### config.mk
export PLATFORM = sky130hd
export DESIGN_NAME = sync_fifo_flex
export DESIGN_NICKNAME = d
export VERILOG_FILES = /design/src/rtl/sync_fifo_flex.sv
export SDC_FILE = /design/constraint.sdc
export NUM_CORES = 1
export LEC_CHECK = 0
export BUFFER_PORTS_ARGS = -buffer_cell sky130_fd_sc_hd__clkbuf_2
export CELL_PAD_IN_SITES_DETAIL_PLACEMENT = 2
export CELL_PAD_IN_SITES_GLOBAL_PLACEMENT = 2
export CORE_ASPECT_RATIO = 1.5
export CORE_MARGIN = 5
export CORE_UTILIZATION = 46
export DETAILED_ROUTE_END_ITERATION = 8
export HOLD_SLACK_MARGIN = 0.05
export PLACE_DENSITY = 0.81
export SLEW_MARGIN = 20
export SYNTH_ARGS = -nofsm -noshare
export SYNTH_HDL_FRONTEND = slang
export SYNTH_SLANG_ARGS = --single-unit
### constraint.sdc
create_clock -name clk -period 6.05 [get_ports clk]
set_input_delay 1.815 -clock clk [delete_from_list [all_inputs] [get_ports clk]]
set_output_delay 1.815 -clock clk [all_outputs]
set_load 0.02 [all_outputs]
### src/rtl/sync_fifo_flex.sv
// sync_fifo_flex: parametrised single-clock FIFO for buffering between datapath
// stages. Provides occupancy count, programmable almost-full/almost-empty
// thresholds, simultaneous read+write when full, and either a registered
// (FWFT=0) or first-word-fall-through (FWFT=1) read port.
//
// Optional build macro SYNC_FIFO_FLEX_ERR_FLAGS_EN: when defined, overflow and
// underflow become sticky error flags (cleared only by rst); when undefined the
// ports remain but are tied low.
module sync_fifo_flex #(
    parameter int DEPTH      = 8,
    parameter int DATA_WIDTH = 8,
    parameter int AF_LEVEL   = DEPTH - 2,
    parameter int AE_LEVEL   = 2,
    parameter int FWFT       = 0,
    localparam int PTR_WIDTH = $clog2(DEPTH)
) (
    input  logic                  clk,
    input  logic                  rst,
    input  logic                  w_en,
    input  logic                  r_en,
    input  logic [DATA_WIDTH-1:0] data_in,
    output logic [DATA_WIDTH-1:0] data_out,
    output logic                  full,
    output logic                  empty,
    output logic                  almost_full,
    output logic                  almost_empty,
    output logic [PTR_WIDTH:0]    count,
    output logic                  overflow,
    output logic                  underflow
);

    // Thresholds and constants resized to the counter width so every compare
    // and increment is width-matched.
    localparam logic [PTR_WIDTH:0] PTR_ONE   = {{PTR_WIDTH{1'b0}}, 1'b1};
    localparam logic [PTR_WIDTH:0] DEPTH_CNT = DEPTH[PTR_WIDTH:0];
    localparam logic [PTR_WIDTH:0] AF_CNT    = AF_LEVEL[PTR_WIDTH:0];
    localparam logic [PTR_WIDTH:0] AE_CNT    = AE_LEVEL[PTR_WIDTH:0];

    // Storage is deliberately not reset; stale words become unreachable once
    // the pointers are cleared.
    logic [DATA_WIDTH-1:0] mem [DEPTH];

    // Pointers carry an extra wrap bit and roll over modulo 2*DEPTH.
    logic [PTR_WIDTH:0] w_ptr_q, w_ptr_d;
    logic [PTR_WIDTH:0] r_ptr_q, r_ptr_d;
    logic [PTR_WIDTH:0] count_q, count_d;

    logic rd_ok;
    logic wr_ok;

    logic [PTR_WIDTH-1:0] w_addr;
    logic [PTR_WIDTH-1:0] r_addr;

    assign w_addr = w_ptr_q[PTR_WIDTH-1:0];
    assign r_addr = r_ptr_q[PTR_WIDTH-1:0];

    // Status flags come straight from the registered occupancy.
    always_comb begin
        full         = (count_q == DEPTH_CNT);
        empty        = (count_q == '0);
        almost_full  = (count_q >= AF_CNT);
        almost_empty = (count_q <= AE_CNT);
        count        = count_q;
    end

    // Acceptance: a read needs data; a write needs room, or a read freeing a
    // slot in the same cycle (the read still returns the old head word).
    always_comb begin
        rd_ok = r_en & ~empty;
        wr_ok = w_en & (~full | rd_ok);
    end

    // Next-state for pointers and occupancy; rejected operations change nothing.
    always_comb begin
        w_ptr_d = w_ptr_q;
        r_ptr_d = r_ptr_q;
        count_d = count_q;
        if (wr_ok) begin
            w_ptr_d = w_ptr_q + PTR_ONE;
        end
        if (rd_ok) begin
            r_ptr_d = r_ptr_q + PTR_ONE;
        end
        unique case ({wr_ok, rd_ok})
            2'b10:   count_d = count_q + PTR_ONE;
            2'b01:   count_d = count_q - PTR_ONE;
            default: count_d = count_q;
        endcase
    end

    // Pointer/count registers; reset wins over any request in the same cycle.
    always_ff @(posedge clk) begin
        if (rst) begin
            w_ptr_q <= '0;
            r_ptr_q <= '0;
            count_q <= '0;
        end else begin
            w_ptr_q <= w_ptr_d;
            r_ptr_q <= r_ptr_d;
            count_q <= count_d;
        end
    end

    // Storage write; gated by reset so a write coinciding with rst is dropped.
    always_ff @(posedge clk) begin
        if (!rst && wr_ok) begin
            mem[w_addr] <= data_in;
        end
    end

    generate
        if (FWFT != 0) begin : g_fwft
            // Head entry is always presented; meaningless while empty.
            always_comb begin
                data_out = mem[r_addr];
            end
        end else begin : g_std
            logic [DATA_WIDTH-1:0] dout_q, dout_d;

            // Registered read: capture the head on an accepted read, hold otherwise.
            always_comb begin
                dout_d = dout_q;
                if (rd_ok) begin
                    dout_d = mem[r_addr];
                end
            end

            // Read data register, cleared by reset.
            always_ff @(posedge clk) begin
                if (rst) begin
                    dout_q <= '0;
                end else begin
                    dout_q <= dout_d;
                end
            end

            assign data_out = dout_q;
        end
    endgenerate

`ifdef SYNC_FIFO_FLEX_ERR_FLAGS_EN
    logic overflow_q, overflow_d;
    logic underflow_q, underflow_d;

    // Sticky error accumulation: any rejected write or read on empty latches.
    always_comb begin
        overflow_d  = overflow_q | (w_en & ~wr_ok);
        underflow_d = underflow_q | (r_en & empty);
    end

    // Error flag registers; only reset clears them.
    always_ff @(posedge clk) begin
        if (rst) begin
            overflow_q  <= 1'b0;
            underflow_q <= 1'b0;
        end else begin
            overflow_q  <= overflow_d;
            underflow_q <= underflow_d;
        end
    end

    assign overflow  = overflow_q;
    assign underflow = underflow_q;
`else
    assign overflow  = 1'b0;
    assign underflow = 1'b0;
`endif

endmodule

==> results.tsv <==
stage	metric	value	unit
critical_path	Top delay family on crit path	compound AO/OA/AOI/OAI gates	
clock_network	Post-CTS Hold Fix Bufs	0	
critical_path	Critical Path Sink Type	flip-flop	
floorplan	initial core utilization	47.1	%
outcome	status	finished clean	
cells_and_area	commonest non-fill, non-tap cell in the layout	edfxtp_1	
detailed_routing	routed metal-1 wire length	2.76	mm
floorplan	Die Span X	80.3	um
cells_and_area	Layout area overhead	10.9	%
timing	Fin. Hold Viols	0	
global_routing	first-pass GRT wire length	11.0	mm
worst_hold_path	Worst Hold Path EP	data_out[2]$_SDFFE_PP0N_	
job	max-cap check violation count	0	
cells_and_area	antenna cells	0	
logic_synthesis	post-synthesis sequential area ratio	67.0	%
timing	Setup TNS	0	ps
power_and_ir_drop	Worst VDD drop	220	uV
critical_path	WP data required	6330	ps
cells_and_area	Nets	254	
timing	max-slew violations	0	
worst_hold_path	Worst Hold Class	reg -> reg	
clock_network	CTS max path bufs	2	
clock_network	Root Buffer	clkbuf_8	
cells_and_area	most frequent cells in the layout	edfxtp_1 (64), clkbuf_2 (27), nor2_1 (22), dfxtp_1 (18), mux4_2 (16)	
detailed_routing	Routed WL per cell	20.4	um
logic_synthesis	most area-hungry cell type in the Yosys netlist	edfxtp_1	
detailed_routing	met3 wire length	218	um
timing	Worst Max-Slew Pin Slew	986	ps
logic_synthesis	Post-synth EDFFs	64	
clock_network	CTS tree	yes	
logic_synthesis	post-synthesis register bit count	82	
logic_synthesis	Synth async-reset ratio	0	%
clock_network	H-tree Lvls	3	
detailed_routing	number of remaining DRC errors	0	
critical_path	CP arrival	4060	ps
cells_and_area	final core occ	52.3	%
timing	final setup vio count	0	
floorplan	core footprint	7230	um2
floorplan	Die H	115	um
logic_synthesis	synthesized area	3410	um2
power_and_ir_drop	Cell Pwr Density	406	nW/um2
timing	Fmax	265	MHz
critical_path	FF-to-FF Start	count[0]$_SDFFE_PP0P_	
floorplan	Die Footprint	9260	um2
critical_path	startpoint types	primary input	
clock_network	Clk Latency, worst-skew pair	360	ps
clock_network	Post-CTS Resized	0	
clock_network	Worst-path clk slew	80	ps
critical_path	Critical path buffers and inverters	2	
critical_path	worst-path fanout max	20	
critical_path	Worst path max stage delay	680	ps
clock_network	CTS Buf Count	9	
cells_and_area	share of cells above drive strength 1	28.1	%
critical_path	crit path launch	r_en	
detailed_routing	vias	1850	
timing	post-route minimum period	3780	ps
worst_hold_path	hold path depth	2	
detailed_routing	top sig layer	met4	
critical_path	slowest stage cell on the critical path	o41a_1	
cells_and_area	filler cell count	685	
detailed_routing	WL met2	3.86	mm
global_routing	vias in the first global route	2008	
clock_network	CTS sink count	82	
critical_path	FF-to-FF End	count[3]$_SDFFE_PP0P_	
critical_path	worst r2r path cells	8	
logic_synthesis	synthesized area per cell	16.2	um2
power_and_ir_drop	Static Leak	0.00126	uW
placement	Placer Congestion	0.696	
global_routing	initial antenna violation count	0	
detailed_routing	Detailed Route WL	6.96	mm
detailed_routing	Final ANT Viol Nets	0	
logic_synthesis	post-synth cell types	40	
global_routing	Total Routing Usage GR	16.9	%
floorplan	Ports	30	
timing	RSZ-0062 raised after global routing	no	
floorplan	Rows	38	
logic_synthesis	predominant post-synthesis flop cell	edfxtp_1	
placement	IO buf count	27	
worst_hold_path	hold path start	data_out[2]$_SDFFE_PP0N_	
timing	skew final	11.1	ps
detailed_routing	First DRT Iteration DRCs	37	
timing	Slew HR	34.0	%
logic_synthesis	Yosys warning total	0	
critical_path	Crit Path Class	in -> reg	
placement	Final HPWL DP	4.91	mm
global_routing	GRT overflow	0	
logic_synthesis	Synth area leaders	edfxtp_1 (56%), dfxtp_1 (11%), mux4_2 (11%)	
critical_path	crit path cell chain	clkbuf_2 -> o41a_1 -> nand2b_1 -> inv_1 -> ha_1 -> a21oi_1 -> nor4bb_1 -> o21bai_1 -> a31oi_1	
detailed_routing	Pre-antenna DRT Iters	4	
logic_synthesis	Yosys top cell area share	56.4	%
logic_synthesis	Mapped Cells	210	
clock_network	postcts setup bufs	0	
global_routing	largest net degree at the start of global routing	24	
detailed_routing	Vias/cell	5.41	
critical_path	setup slack, reg-to-reg	3300	ps
timing	period utilization	62.4	%
-- final cells by class --
type	count	area, um2	area share (%)
clock buffer	9	124	3.28
sequential	82	2280	60.4
multi-input combinational	110	1020	27.1
clock inverter	7	45.0	1.19
timing repair buffer	31	165	4.37
tap	100	125	3.31
inverter	3	11.3	0.298
-- state kept, by name (all words and copies together), names as in the netlist --
| register | cells |
|---|---|
| count | 4 |
| data_out | 8 |
| mem | 64 |
| r_ptr_q | 3 |
| w_ptr_q | 3 |
-- worst max path at each step --
| stage | end | slack [ps] | depth (start not counted) |
|---|---|---|---|
| after floorplan | mem[0][0]$_DFFE_PP_ | 2290 | 4 |
| after global placement | count[3]$_SDFFE_PP0P_ | 2070 | 9 |
| after detailed placement | count[3]$_SDFFE_PP0P_ | 1900 | 9 |
| after CTS | count[3]$_SDFFE_PP0P_ | 2270 | 9 |
| after global routing | count[3]$_SDFFE_PP0P_ | 2060 | 9 |
| final | count[3]$_SDFFE_PP0P_ | 2270 | 9 |
-- routing by layer --
| metal | track usage (%) | vias to the layer above |
|---|---|---|
| met2 | 30.0 | 30 |
| met1 | 18.8 | 951 |
| li1 | - | 859 |
| met4 | 6.65 | 0 |
| met3 | 5.09 | 10 |
| met5 | 0 | - |
-- where the power goes --
part           internal (uW)  switching, uW
sequential               655           61.6
clock                    148            195
combinational            203            271
total                   1010            527
-- Yosys cell counts (4+ instances only) --
cell type / number
nand2_1: 5
edfxtp_1: 64
ha_1: 4
a21oi_1: 4
nor2_1: 22
buf_2: 5
a211oi_1: 10
xnor2_1: 4
mux2i_1: 10
nand2b_1: 4
buf_4: 4
dfxtp_1: 18
mux4_2: 16
-- stage by stage --
step | cells | hold slack [ps] | power [uW] | setup slack [ps] | cell area [um2]
floorplan | 211 | 462 | 1100 | 2290 | 3410
global placement | 326 | 484 | 1200 | 2070 | 3610
detailed placement | 326 | 504 | 1220 | 1900 | 3610
CTS | 342 | 515 | 1560 | 2270 | 3780
global route | 342 | 542 | 1640 | 2060 | 3780
finish | 342 | 510 | 1530 | 2270 | 3780
-- cell families after synthesis --
group	count (synthesis)	synth area share, %
AND/OR/NAND/NOR	45	6.28
multiplexers	26	13.5
XOR/XNOR	6	1.54
buffers and inverters	19	3.20
flip-flops	82	67.0
adder cells (fa/ha/maj)	5	2.06
AO/OA/AOI/OAI	26	6.28
other	1	0.110
-- tightest hold or removal path, cell delays in order (launching register included) --
cell and delay [ps]:
dfxtp_1 320, nor2_1 100, a211oi_1 50
(Power assumes the default switching activity.)
